==> src/rtl/l1_mem_pkg.sv <==
package l1_mem_pkg;

  localparam int unsigned DEF_ADDR_W     = 32;
  localparam int unsigned DEF_WORD_W     = 32;
  localparam int unsigned DEF_LINE_WORDS = 4;

  typedef enum logic [2:0] {
    BR_IDLE    = 3'd0,
    BR_WRITE   = 3'd1,
    BR_READ    = 3'd2,
    BR_DONE    = 3'd3,
    BR_RECOVER = 3'd4
  } br_state_e;

  function automatic int unsigned beat_idx_w(input int unsigned line_words);
    return $clog2(line_words);
  endfunction

  function automatic int unsigned offset_bits(input int unsigned line_words);
    return $clog2(line_words) + 2;
  endfunction

endpackage

==> src/rtl/sat_counter16.sv <==
module sat_counter16 (
  input  logic        clk,
  input  logic        rst,
  input  logic        inc,
  output logic [15:0] count
);

  logic [15:0] count_q;
  logic [15:0] count_d;

  always_comb begin
    count_d = count_q;
    if (inc && (count_q != '1)) begin
      count_d = count_q + 16'd1;
    end
  end

  always_ff @(posedge clk or posedge rst) begin
    if (rst) begin
      count_q <= '0;
    end else begin
      count_q <= count_d;
    end
  end

  assign count = count_q;

endmodule

==> src/rtl/l1_mem_bridge.sv <==
module l1_mem_bridge
  import l1_mem_pkg::*;
#(
  parameter int unsigned ADDR_W     = DEF_ADDR_W,
  parameter int unsigned WORD_W     = DEF_WORD_W,
  parameter int unsigned LINE_WORDS = DEF_LINE_WORDS
) (
  input  logic                         clk,
  input  logic                         rst,
  input  logic                         mem_cs,
  input  logic                         mem_we,
  input  logic                         mem_wb,
  input  logic [ADDR_W-1:0]            mem_addr,
  input  logic [LINE_WORDS*WORD_W-1:0] mem_line_wdata,
  output logic                         ext_mem_ack,
  output logic [LINE_WORDS*WORD_W-1:0] mem_line_rdata,
  output logic                         bus_req,
  output logic                         bus_we,
  output logic [ADDR_W-1:0]            bus_addr,
  output logic [WORD_W-1:0]            bus_wdata,
  input  logic [WORD_W-1:0]            bus_rdata,
  input  logic                         bus_ready,
  output logic                         busy,
  output logic [15:0]                  wb_count,
  output logic [15:0]                  fill_count
);

  localparam int unsigned OFFSET = offset_bits(LINE_WORDS);
  localparam int unsigned IDX_W  = beat_idx_w(LINE_WORDS);
  localparam int unsigned TAG_W  = ADDR_W - OFFSET;
  localparam int unsigned LINE_W = LINE_WORDS * WORD_W;
  localparam logic [IDX_W-1:0] LAST_IDX = IDX_W'(LINE_WORDS - 1);

  br_state_e         state_q, state_d;
  logic [IDX_W-1:0]  idx_q, idx_d;
  logic [TAG_W-1:0]  tag_q, tag_d;
  logic              we_q, we_d;
  logic              wb_q, wb_d;
  logic [LINE_W-1:0] wline_q, wline_d;
  logic [LINE_W-1:0] rline_q, rline_d;
  logic              bus_req_q, bus_req_d;
  logic              bus_we_q, bus_we_d;
  logic [ADDR_W-1:0] bus_addr_q, bus_addr_d;
  logic [WORD_W-1:0] bus_wdata_q, bus_wdata_d;
  logic              ack_q, ack_d;
  logic              busy_q, busy_d;

  logic              beat_done;
  logic              last_beat;
  logic [IDX_W-1:0]  next_idx;
  logic              wb_inc;
  logic              fill_inc;
  logic              unused_bits;

  // bus_ready only counts while a beat is actually being offered
  assign beat_done = bus_req_q && bus_ready;
  assign last_beat = beat_done && (idx_q == LAST_IDX);
  assign next_idx  = idx_q + 1'b1;

  always_ff @(posedge clk or posedge rst) begin
    if (rst) begin
      state_q <= BR_IDLE;
    end else begin
      state_q <= state_d;
    end
  end

  always_comb begin
    state_d = state_q;
    unique case (state_q)
      BR_IDLE: begin
        if (mem_cs) begin
          state_d = mem_we ? BR_WRITE : BR_READ;
        end
      end
      BR_WRITE, BR_READ: begin
        if (last_beat) begin
          state_d = BR_DONE;
        end
      end
      BR_DONE:    state_d = BR_RECOVER;
      BR_RECOVER: state_d = BR_IDLE;
      default:    state_d = BR_IDLE;
    endcase
  end

  // ack/busy are decoded from the next state so they leave a flop
  always_comb begin
    idx_d       = idx_q;
    tag_d       = tag_q;
    we_d        = we_q;
    wb_d        = wb_q;
    wline_d     = wline_q;
    rline_d     = rline_q;
    bus_req_d   = bus_req_q;
    bus_we_d    = bus_we_q;
    bus_addr_d  = bus_addr_q;
    bus_wdata_d = bus_wdata_q;
    ack_d       = (state_d == BR_DONE);
    busy_d      = (state_d != BR_IDLE);

    unique case (state_q)
      BR_IDLE: begin
        if (mem_cs) begin
          tag_d       = mem_addr[ADDR_W-1:OFFSET];
          we_d        = mem_we;
          wb_d        = mem_wb;
          wline_d     = mem_line_wdata;
          idx_d       = '0;
          bus_req_d   = 1'b1;
          bus_we_d    = mem_we;
          bus_addr_d  = {mem_addr[ADDR_W-1:OFFSET], {IDX_W{1'b0}}, 2'b00};
          bus_wdata_d = mem_line_wdata[WORD_W-1:0];
        end
      end
      BR_WRITE, BR_READ: begin
        if (beat_done) begin
          if (state_q == BR_READ) begin
            for (int unsigned i = 0; i < LINE_WORDS; i++) begin
              if (idx_q == IDX_W'(i)) begin
                rline_d[i*WORD_W +: WORD_W] = bus_rdata;
              end
            end
          end
          if (idx_q == LAST_IDX) begin
            idx_d     = '0;
            bus_req_d = 1'b0;
            bus_we_d  = 1'b0;
          end else begin
            idx_d      = next_idx;
            bus_addr_d = {tag_q, next_idx, 2'b00};
            for (int unsigned i = 0; i < LINE_WORDS; i++) begin
              if (next_idx == IDX_W'(i)) begin
                bus_wdata_d = wline_q[i*WORD_W +: WORD_W];
              end
            end
          end
        end
      end
      default: begin
      end
    endcase
  end

  always_ff @(posedge clk or posedge rst) begin
    if (rst) begin
      idx_q       <= '0;
      tag_q       <= '0;
      we_q        <= 1'b0;
      wb_q        <= 1'b0;
      wline_q     <= '0;
      rline_q     <= '0;
      bus_req_q   <= 1'b0;
      bus_we_q    <= 1'b0;
      bus_addr_q  <= '0;
      bus_wdata_q <= '0;
      ack_q       <= 1'b0;
      busy_q      <= 1'b0;
    end else begin
      idx_q       <= idx_d;
      tag_q       <= tag_d;
      we_q        <= we_d;
      wb_q        <= wb_d;
      wline_q     <= wline_d;
      rline_q     <= rline_d;
      bus_req_q   <= bus_req_d;
      bus_we_q    <= bus_we_d;
      bus_addr_q  <= bus_addr_d;
      bus_wdata_q <= bus_wdata_d;
      ack_q       <= ack_d;
      busy_q      <= busy_d;
    end
  end

  // counters step on entry to DONE so they update together with the ack
  assign wb_inc   = ack_d && we_q;
  assign fill_inc = ack_d && !we_q;

  sat_counter16 u_wb_cnt (
    .clk   (clk),
    .rst   (rst),
    .inc   (wb_inc),
    .count (wb_count)
  );

  sat_counter16 u_fill_cnt (
    .clk   (clk),
    .rst   (rst),
    .inc   (fill_inc),
    .count (fill_count)
  );

  assign unused_bits = ^{mem_addr[OFFSET-1:0], wb_q};

  assign ext_mem_ack    = ack_q;
  assign mem_line_rdata = rline_q;
  assign bus_req        = bus_req_q;
  assign bus_we         = bus_we_q;
  assign bus_addr       = bus_addr_q;
  assign bus_wdata      = bus_wdata_q;
  assign busy           = busy_q;

endmodule

==> config.mk <==
export PLATFORM = sky130hd
export DESIGN_NAME = l1_mem_bridge
export DESIGN_NICKNAME = d
export VERILOG_FILES = /design/src/rtl/l1_mem_pkg.sv /design/src/rtl/sat_counter16.sv /design/src/rtl/l1_mem_bridge.sv
export SDC_FILE = /design/constraint.sdc
export NUM_CORES = 1
export LEC_CHECK = 0
export ABC_CLOCK_PERIOD_IN_PS = 30400
export CAP_MARGIN = 20
export CORE_MARGIN = 2
export CORE_UTILIZATION = 53
export DETAILED_ROUTE_END_ITERATION = 6
export PLACE_DENSITY_LB_ADDON = 0.12
export SYNTH_ARGS = -nofsm -noshare
export SYNTH_HDL_FRONTEND = slang
export SYNTH_SLANG_ARGS = --single-unit
==> constraint.sdc <==
create_clock -name clk -period 30.4 [get_ports clk]
set_clock_uncertainty 0.05 [all_clocks]
set_input_delay 6.08 -clock clk [delete_from_list [all_inputs] [get_ports clk]]
set_output_delay 6.08 -clock clk [all_outputs]
set_load 0.005 [all_outputs]
==> impl_metrics.json, run 1 <==
{
  "outcome": "completed",
  "fp.dieH_um": 182,
  "grt_pass1_vias": 13100,
  "grt_pass1_wl_mm": 71.7,
  "post_cts_buffers": 0,
  "maxCapViolations": 0,
  "drv_slew": 0,
  "ir_drop_uv": 62.5,
  "synthMuxAreaShare_pct": 12.8,
  "layout.cells.non_filler": 2361,
  "p_leak_nw": 10.7,
  "place_ws_ns": 21.14,
  "fp-row-count": 65,
  "ys_ff_latch": 388,
  "dp_cells": 2276,
  "dr.first_iter.drc_count": 809,
  "finalCritPeriodShare_pct": 28.8,
  "die-area_um2": 33100,
  "grt_max_degree": 186,
  "ant_nets": 0,
  "async_reset_ff_share_pct": 100,
  "clkLatencyLatePin_ns": 0.53,
  "drive_above_1_share_pct": 15.4,
  "grtUsageTotal_pct": 27.3,
  "port_buffers": 418,
  "dieWidth_um": 182,
  "period_needed_ns": 8.76,
  "synth-seq-area-share_pct": 57.9,
  "synth-xor-area-share_pct": 1.60,
  "cts_buffers": 42,
  "clk_path_buf_depth": 3,
  "path_class": "in -> reg",
  "rsz0062_at_grt": "no",
  "area_growth_pct": 36.3,
  "num_vias": 13000,
  "hold_viol": 0,
  "antenna_found_initial": 12,
  "synth_top_area_cell": "dfrtp_1",
  "worst_pin_slew_ns": 1.06,
  "root_buffer": "clkbuf_16",
  "cts.htree.levels": 2,
  "relSlewSlack_pct": 29.3,
  "clkSinkCount": 388,
  "dr.pass1.iters": 6,
  "synth_top_family_by_area": "simple AND/OR/NAND/NOR gates",
  "ys.flop_type": "dfrtp_1",
  "synth-edff-count": 0,
  "setup.worst_path.end_class": "flip-flop",
  "cp_max_fo": 102,
  "nNetsFinal": 2125,
  "reg2reg_setup_slack_ns": 27.15,
  "syn_inst": 1542,
  "coreArea_um2": 31400,
  "overflow": 0,
  "arrival_ns": 9.06,
  "ios": 426,
  "final_util_pct": 72.8,
  "setup_viol": 0,
  "syn_avg_cell_area_um2": 10.9,
  "synth_top_area_share_pct": 57.9,
  "drc_errors": 0,
  "fmax_mhz": 114,
  "yosys.area_share.simple_pct": 13.8,
  "gp_congestion": 0.819,
  "critPathRequiredTime_ns": 30.70,
  "tns_ns": 0,
  "vias_per_cell": 5.49,
  "initial_core_util_pct": 53.4,
  "clkTransAtPathRegs_ns": 0.06,
  "p_per_area_nw_per_um2": 102,
  "hp-class": "reg -> reg",
  "synth-compound-area-share_pct": 9.57,
  "routed_wl_mm": 45.7,
  "cts_hold_buf": 0,
  "crit_path_start_kind": "input pin",
  "dp_hpwl_mm": 29.2,
  "setup_ws_ns": 21.64,
  "cts-resized-gates": 0,
  "yosys.cell_types.count": 50,
  "synthAdderAreaFrac_pct": 0.672,
  "ys.warnings.count": 0,
  "design_power_total_mw": 2.33,
  "synthTopCellsByArea": "dfrtp_1, mux2_2, nand2_1, o31ai_1, a211o_1",
  "cts_tree": "yes",
  "syn-cell-area_um2": 16800,
  "fillerInstances": 2263,
  "wire_per_inst_um": 19.4
}
-- logic make-up after synthesis --
logic type,Yosys count
AOI/OAI and AO/OA,225
muxes,191
other,1
DFF,388
adders and majority gates,9
buffers and inverters,149
and+or+nand+nor,550
xor gates and xnor gates,29
-- critical path, cell delays in order --
cell and delay, ns:
clkdlybuf4s50_1 0.54, nor3b_2 0.44, and2_4 0.78, buf_4 0.90
o21ai_0 0.21
-- cells in the mapped netlist, types with 5 or more instances --
cell	count
and3_1	8
o2111ai_1	5
nand2_1	419
a21oi_1	37
clkbuf_1	60
a211oi_1	5
dfrtp_1	388
mux2_2	190
a221oi_1	32
ha_1	9
nand3_1	11
nor2b_1	33
nor2_1	43
inv_1	45
nand4_1	8
o21ai_0	36
a211o_1	32
xor2_1	12
nor3_1	8
buf_1	15
buf_2	24
o31ai_1	65
xnor2_1	15
-- final timing paths --
check                                   startpoint                             end  cells after the start
setup / recovery                            mem_cs         wline_q[64]$_DFFE_PP0P_                      5
max in group asynchronous                      rst         wline_q[77]$_DFFE_PP0P_                      4
hold reg to reg            wline_q[14]$_DFFE_PP0P_         wline_q[14]$_DFFE_PP0P_                      2
setup reg to reg              state_q[1]$_DFF_PP0_         wline_q[64]$_DFFE_PP0P_                      4
hold / removal             wline_q[14]$_DFFE_PP0P_         wline_q[14]$_DFFE_PP0P_                      2
min in group asynchronous                      rst  mem_line_rdata[91]$_DFFE_PP0P_                      2
-- report_power, final --
group,leakage (nW),internal [mW],switching (mW)
logic,4.93,0.467,0.435
clock network,0.796,0.376,0.209
registers,4.93,0.730,0.113
total,10.7,1.57,0.757
-- routing by layer --
layer | track usage, % | up-vias | share of wire [%]
met1 | 35.1 | 6323 | 41
met3 | 7.22 | 98 | 8.1
met5 | 0 | - | 0.14
met2 | 44.4 | 507 | 47
met4 | 11.2 | 10 | 3.7
li1 | - | 6024 | -
-- through the flow --
stage / hold WS [ns] / area, um^2
global route: 0.435 / 22800
detailed placement: 0.404 / 21200
CTS: 0.419 / 22800
floorplan: 0.388 / 16800
global placement: 0.400 / 21200
finish: 0.415 / 22800
-- registers in the layout, summed over array words and instances, names as in the netlist, 2 cells and up --
name,count
u_fill_cnt.count,16
mem_line_rdata,128
bus_wdata,32
wline_q,128
idx_q,2
bus_addr,30
tag_q,28
state_q,3
u_wb_cnt.count,16
-- area by class of cell --
type / instances / area, um^2 / area share, %
Antenna cell: 7 / 17.5 / 0.0767
Clock buffer: 57 / 1260 / 5.52
Clock inverter: 21 / 367 / 1.60
Inverter: 45 / 176 / 0.772
Multi-Input combinational cell: 1006 / 6490 / 28.4
Sequential cell: 388 / 9710 / 42.5
Tap cell: 402 / 503 / 2.20
Timing Repair Buffer: 435 / 4320 / 18.9
-- cell usage in the layout (no fill, tap or decap), types with 7 or more instances in the layout --
cell type | synthesis | routed
clkinv_2 | 0 | 7
a21oi_1 | 37 | 37
nand4_1 | 8 | 8
clkbuf_8 | 0 | 9
nor3_1 | 8 | 7
o21ai_0 | 36 | 36
mux2_2 | 190 | 190
clkbuf_16 | 0 | 45
and3_1 | 8 | 8
xnor2_1 | 15 | 15
buf_4 | 4 | 16
clkdlybuf4s50_1 | 0 | 418
a211o_1 | 32 | 32
nand2_1 | 419 | 417
inv_1 | 45 | 44
diode_2 | 0 | 7
dfrtp_1 | 388 | 387
bufinv_16 | 0 | 10
a221oi_1 | 32 | 32
o31ai_1 | 65 | 65
xor2_1 | 12 | 12
nor2b_1 | 33 | 33
nand3_1 | 11 | 11
nor2_1 | 43 | 42
Power figures use the tool's default switching activity.
==> inputs of run 2 (changes only) <==
--- a/config.mk
+++ b/config.mk
@@ -5,10 +5,10 @@
 export SDC_FILE = /design/constraint.sdc
 export NUM_CORES = 1
 export LEC_CHECK = 0
-export ABC_CLOCK_PERIOD_IN_PS = 30400
+export ABC_CLOCK_PERIOD_IN_PS = 8500
 export CAP_MARGIN = 20
 export CORE_MARGIN = 2
-export CORE_UTILIZATION = 53
+export CORE_UTILIZATION = 49
 export DETAILED_ROUTE_END_ITERATION = 6
 export PLACE_DENSITY_LB_ADDON = 0.12
 export SYNTH_ARGS = -nofsm -noshare
==> constraint.sdc (replaced) <==
create_clock -name clk -period 8.5 [get_ports clk]
set_clock_uncertainty 0.05 [all_clocks]
set_input_delay 1.7 -clock clk [delete_from_list [all_inputs] [get_ports clk]]
set_output_delay 1.7 -clock clk [all_outputs]
set_load 0.005 [all_outputs]
==> impl_metrics.json, run 2 (synthesis gave the netlist of run 1 again) <==
{
  "ir_drop_uv": 238,
  "crit_buf_inv": 2,
  "grt_pass1_vias": 13000,
  "nNetsFinal": 2124,
  "setup_viol": 0,
  "dr.first_iter.drc_count": 901,
  "p_leak_nw": 10.6,
  "reg2reg_setup_slack_ns": 5.12,
  "vias_per_cell": 5.39,
  "switching_share_pct": 33.2,
  "port_buffers": 418,
  "finalCritPeriodShare_pct": 51.5,
  "ios": 426,
  "worst_pin_slew_ns": 1.05,
  "crit_path_max_incr_delay_ns": 0.88,
  "tns_ns": 0,
  "cts.htree.levels": 2,
  "cts_tree": "yes",
  "dr.pass1.iters": 5,
  "hold_viol": 0,
  "grt_pass1_wl_mm": 72.7,
  "multiInputGateArea_um2": 6490,
  "grtUsageTotal_pct": 25.7,
  "relSlewSlack_pct": 30.1,
  "hp-class": "reg -> reg",
  "place_area_um2": 21300,
  "p_int_mw": 5.44,
  "grt_max_degree": 173,
  "cp_max_fo": 106,
  "clkTransAtPathRegs_ns": 0.06,
  "dp_hpwl_mm": 30.0,
  "outcome": "completed",
  "drive_above_1_share_pct": 15.2,
  "cts_hold_buf": 0,
  "cts-resized-gates": 0,
  "drv_slew": 0,
  "slowest_stage": "and2_4",
  "final_common_cell": "clkdlybuf4s50_1",
  "area_growth_pct": 35.7,
  "crit_family": "buffers and inverters",
  "combinationalPowerShare_pct": 39.3,
  "fmax_mhz": 228,
  "wire_per_inst_um": 19.2,
  "root_buffer": "clkbuf_16",
  "switchingPower_mw": 2.70,
  "maxCapViolations": 0,
  "rsz0062_at_grt": "no",
  "arrival_ns": 4.70,
  "fin_hold_ws_ns": 0.417,
  "coreArea_um2": 33600,
  "antenna_found_initial": 9,
  "seq_power_share_pct": 37.3,
  "clkSinkCount": 388,
  "critPathRequiredTime_ns": 8.82,
  "ff_latch_area_um2": 9710,
  "dieWidth_um": 189,
  "routed_wl_mm": 46.3,
  "drc_errors": 0,
  "final_cell_mix": "clkdlybuf4s50_1, nand2_1, dfrtp_1",
  "post_cts_buffers": 0,
  "cts_buffers": 42,
  "clkLatencyLatePin_ns": 0.53,
  "path_cells": "clkdlybuf4s50_1, nor3b_2, and2_4, buf_4, o21ai_0",
  "period_needed_ns": 4.38,
  "ant_nets": 0,
  "clk_path_buf_depth": 3,
  "final_util_pct": 67.7,
  "p_per_area_nw_per_um2": 358,
  "fp.dieH_um": 189,
  "die-area_um2": 35700,
  "gp_congestion": 0.855,
  "fp-row-count": 67,
  "num_vias": 13000,
  "fillerInstances": 2630,
  "path_class": "in -> reg",
  "finish.instance_area_um2": 22800,
  "crit_path_start_kind": "input pin",
  "overflow": 0,
  "setup.worst_path.end_class": "flip-flop",
  "p_clk_share_pct": 23.4,
  "initial_core_util_pct": 49.9
}
-- run 2: final cells by class --
cell class                 count  share of cell area (%)
clock inverter                20                    1.08
sequential                   388                    42.7
timing repair buffer         434                    19.0
multi-input combinational   1006                    28.5
tap                          448                    2.46
inverter                      45                   0.759
clock buffer                  57                    5.36
antenna                        9                  0.0990
-- run 2: power by group through the flow --
stage          clock (mW)  combinational [mW]  sequential [mW]
2_1_floorplan           0                1.84             2.98
3_3_place_gp            0                3.15             3.03
3_5_place_dp            0                3.22             3.06
4_1_cts              1.94                3.24             3.04
5_1_grt              2.02                3.50             3.13
6_report             1.91                3.20             3.04
-- run 2: worst paths after layout --
path	from	endpoint	depth (start not counted)
max in group asynchronous	rst	wline_q[0]$_DFFE_PP0P_	4
min in group asynchronous	rst	mem_line_rdata[90]$_DFFE_PP0P_	3
setup / recovery	mem_cs	wline_q[65]$_DFFE_PP0P_	5
setup reg to reg	state_q[2]$_DFF_PP0_	wline_q[65]$_DFFE_PP0P_	4
hold reg to reg	wline_q[14]$_DFFE_PP0P_	wline_q[14]$_DFFE_PP0P_	2
hold / removal	wline_q[14]$_DFFE_PP0P_	wline_q[14]$_DFFE_PP0P_	2
-- run 2: worst register-to-register path, cell delays in order (launching register included) --
cell     delay [ns]
dfrtp_2        0.75
inv_1          0.42
and2_4         0.86
buf_4          0.94
o21ai_0        0.20
-- run 2: through the flow --
stage,instances,setup slack [ns],power (mW)
floorplan,1543,1.53,4.82
global placement,2321,3.66,6.18
detailed placement,2321,3.62,6.28
CTS,2398,4.15,8.21
global route,2403,3.86,8.65
finish,2407,4.12,8.14
-- run 2: per-layer routing --
layer	wire [um]	part of all wire, %	vias up	global-route usage (%)
li1	-	-	6022	-
met1	19000	41	6349	33.8
met2	22000	48	501	41.9
met3	3600	7.8	95	5.65
met4	1650	3.6	4	9.71
met5	25	0.054	-	0
==> RTL change, RTL diff (flow settings as in run 2) <==
Set the package constant `DEF_WORD_W` to 36 (it was 32).
--- a/src/rtl/l1_mem_pkg.sv
+++ b/src/rtl/l1_mem_pkg.sv
@@ -1,7 +1,7 @@
 package l1_mem_pkg;
 
   localparam int unsigned DEF_ADDR_W     = 32;
-  localparam int unsigned DEF_WORD_W     = 32;
+  localparam int unsigned DEF_WORD_W     = 36;
   localparam int unsigned DEF_LINE_WORDS = 4;
 
   typedef enum logic [2:0] {
Ports: changed (resized bus_rdata, bus_wdata, mem_line_rdata and mem_line_wdata); port bits go from 426 to 466. The function was not compared with the original's and may differ.
==> RTL change against run 2 <==
- sequential share of layout area up 0.064 points
- cell area up 9.1%
- synthesized cell count up 9.0%
- routed wire length up 13%
- sequential cell count up 36
- setup slack better by 330 ps
- total power up 14%
- area after synthesis up 9.5%
- critical path type unchanged
- largest power group unchanged
- highest routed layer unchanged
==> RTL change: results (changes against run 2) <==
status=completed (unchanged); global-route wire length before repair=81.0 mm (was 72.7 mm); Seq/total area=42.7% (about the same); HP Start=wline_q[24]$_DFFE_PP0P_ (was wline_q[14]$_DFFE_PP0P_); top cell type's share of synthesized area=57.8% (was 57.9%); met2 usage in global routing=43.6% (was 41.9%); arrival time at the worst endpoint=4410 ps (was 4700 ps); Max-slew headroom=24.8% (was 30.1%); core box area=36800 um2 (was 33600 um2); Diodes inserted=13 (was 9); Global Route met1 Usage=33.8% (about the same); largest net degree at the start of global routing=185 (was 173); Worst setup endpoint=wline_q[85]$_DFFE_PP0P_ (was wline_q[65]$_DFFE_PP0P_); grt met3 use=7.82% (was 5.65%); 1st-iter DRT viols=798 (was 901); Tot GR Track Use=26.8% (was 25.7%); worst-path maximum fanout=102 (was 106); clock-cell share of area=6.10% (was 6.44%); clkbuf count=68 (was 57); wl on met1=20.8 mm (was 19.0 mm); Layout Nets=2323 (was 2124); Synth Area in Adders=0.613% (was 0.672%); Synth Area in Compound Gates=9.54% (was 9.57%); top cells by count, synth=459 x nand2_1, 424 x dfrtp_1, 207 x mux2_2 (was 419 x nand2_1, 388 x dfrtp_1, 190 x mux2_2); FF-to-FF End=bus_addr[7]$_DFFE_PP0P_ (was wline_q[65]$_DFFE_PP0P_); CTS Buf Count=45 (was 42); number of port buffers=458 (was 418); xor-xnor portion of the synthesized cell area=1.39% (was 1.60%); worst-skew pair later-pin latency=570 ps (was 530 ps); met3 WL=4.58 mm (was 3.60 mm); share of cells above drive strength 1=15.0% (was 15.2%); wire length per cell=20.1 um (was 19.2 um); Seq/Total Area, Yosys=57.8% (was 57.9%); post-synthesis mux area share=12.8% (about the same); FF-to-FF Start=state_q[2]$_DFF_PP0_ (unchanged); Largest stage delay, worst path=870 ps; Non-Clock Buffer Count=476 (was 434); multi-input gates=1104 (was 1006); leakage power=11.5 nW (was 10.6 nW); top cells by area, synth=dfrtp_1 58%, mux2_2 13%, nand2_1 9.4% (unchanged); Multi-input gate area=7130 um2 (was 6490 um2); Peak VDD IR=0.255 mV (was 0.238 mV); antenna violations before repair=18 (was 9); via count=14200 (was 13000); placed cell areas=23200 um2 (was 21300 um2); met2 routed WL=25.4 mm (was 22.0 mm); # fillers=2925 (was 2630); Reg2Reg Depth=6 (was 4); GP Congestion=0.859 (was 0.855); Clock Sinks=424 (was 388); Non-clock buffers, area share=19.3% (was 19.0%); reg2reg setup slack=5040 ps (was 5120 ps)
## RTL change: changes by cell type in the layout (fill, tap and decap cells not counted), moves of 5 or more
| cell | delta |
|---|---|
| clkdlybuf4s50_1 | +40 |
| nand2_1 | +40 |
| dfrtp_1 | +36 |
| mux2_2 | +17 |
| o31ai_1 | +8 |
| clkbuf_1 | +5 |
## RTL change: critical path, delay by kind of cell
family	cells	cell delay [ps]
simple gates	2	1240
buf+inv	2	1190
compound gates	1	180
## RTL change: metrics by stage
stage          power, mW  setup slack (ps)  std cells  hold slack, ps  utilization (%)
2_1_floorplan       5.51              1030       1682             388                -
3_3_place_gp        7.17              3970       2514             399             63.1
3_5_place_dp        7.29              3890       2514             405             63.1
4_1_cts             9.33              4460       2595             419             67.2
5_1_grt             9.87              4240       2608             439             67.5
6_report            9.27              4450       2611             417             67.5
## RTL change: where the power goes
part / switching, mW / internal [mW]
combinational: 1.85 / 2.03
sequential: 0.477 / 2.93
clock: 0.800 / 1.20
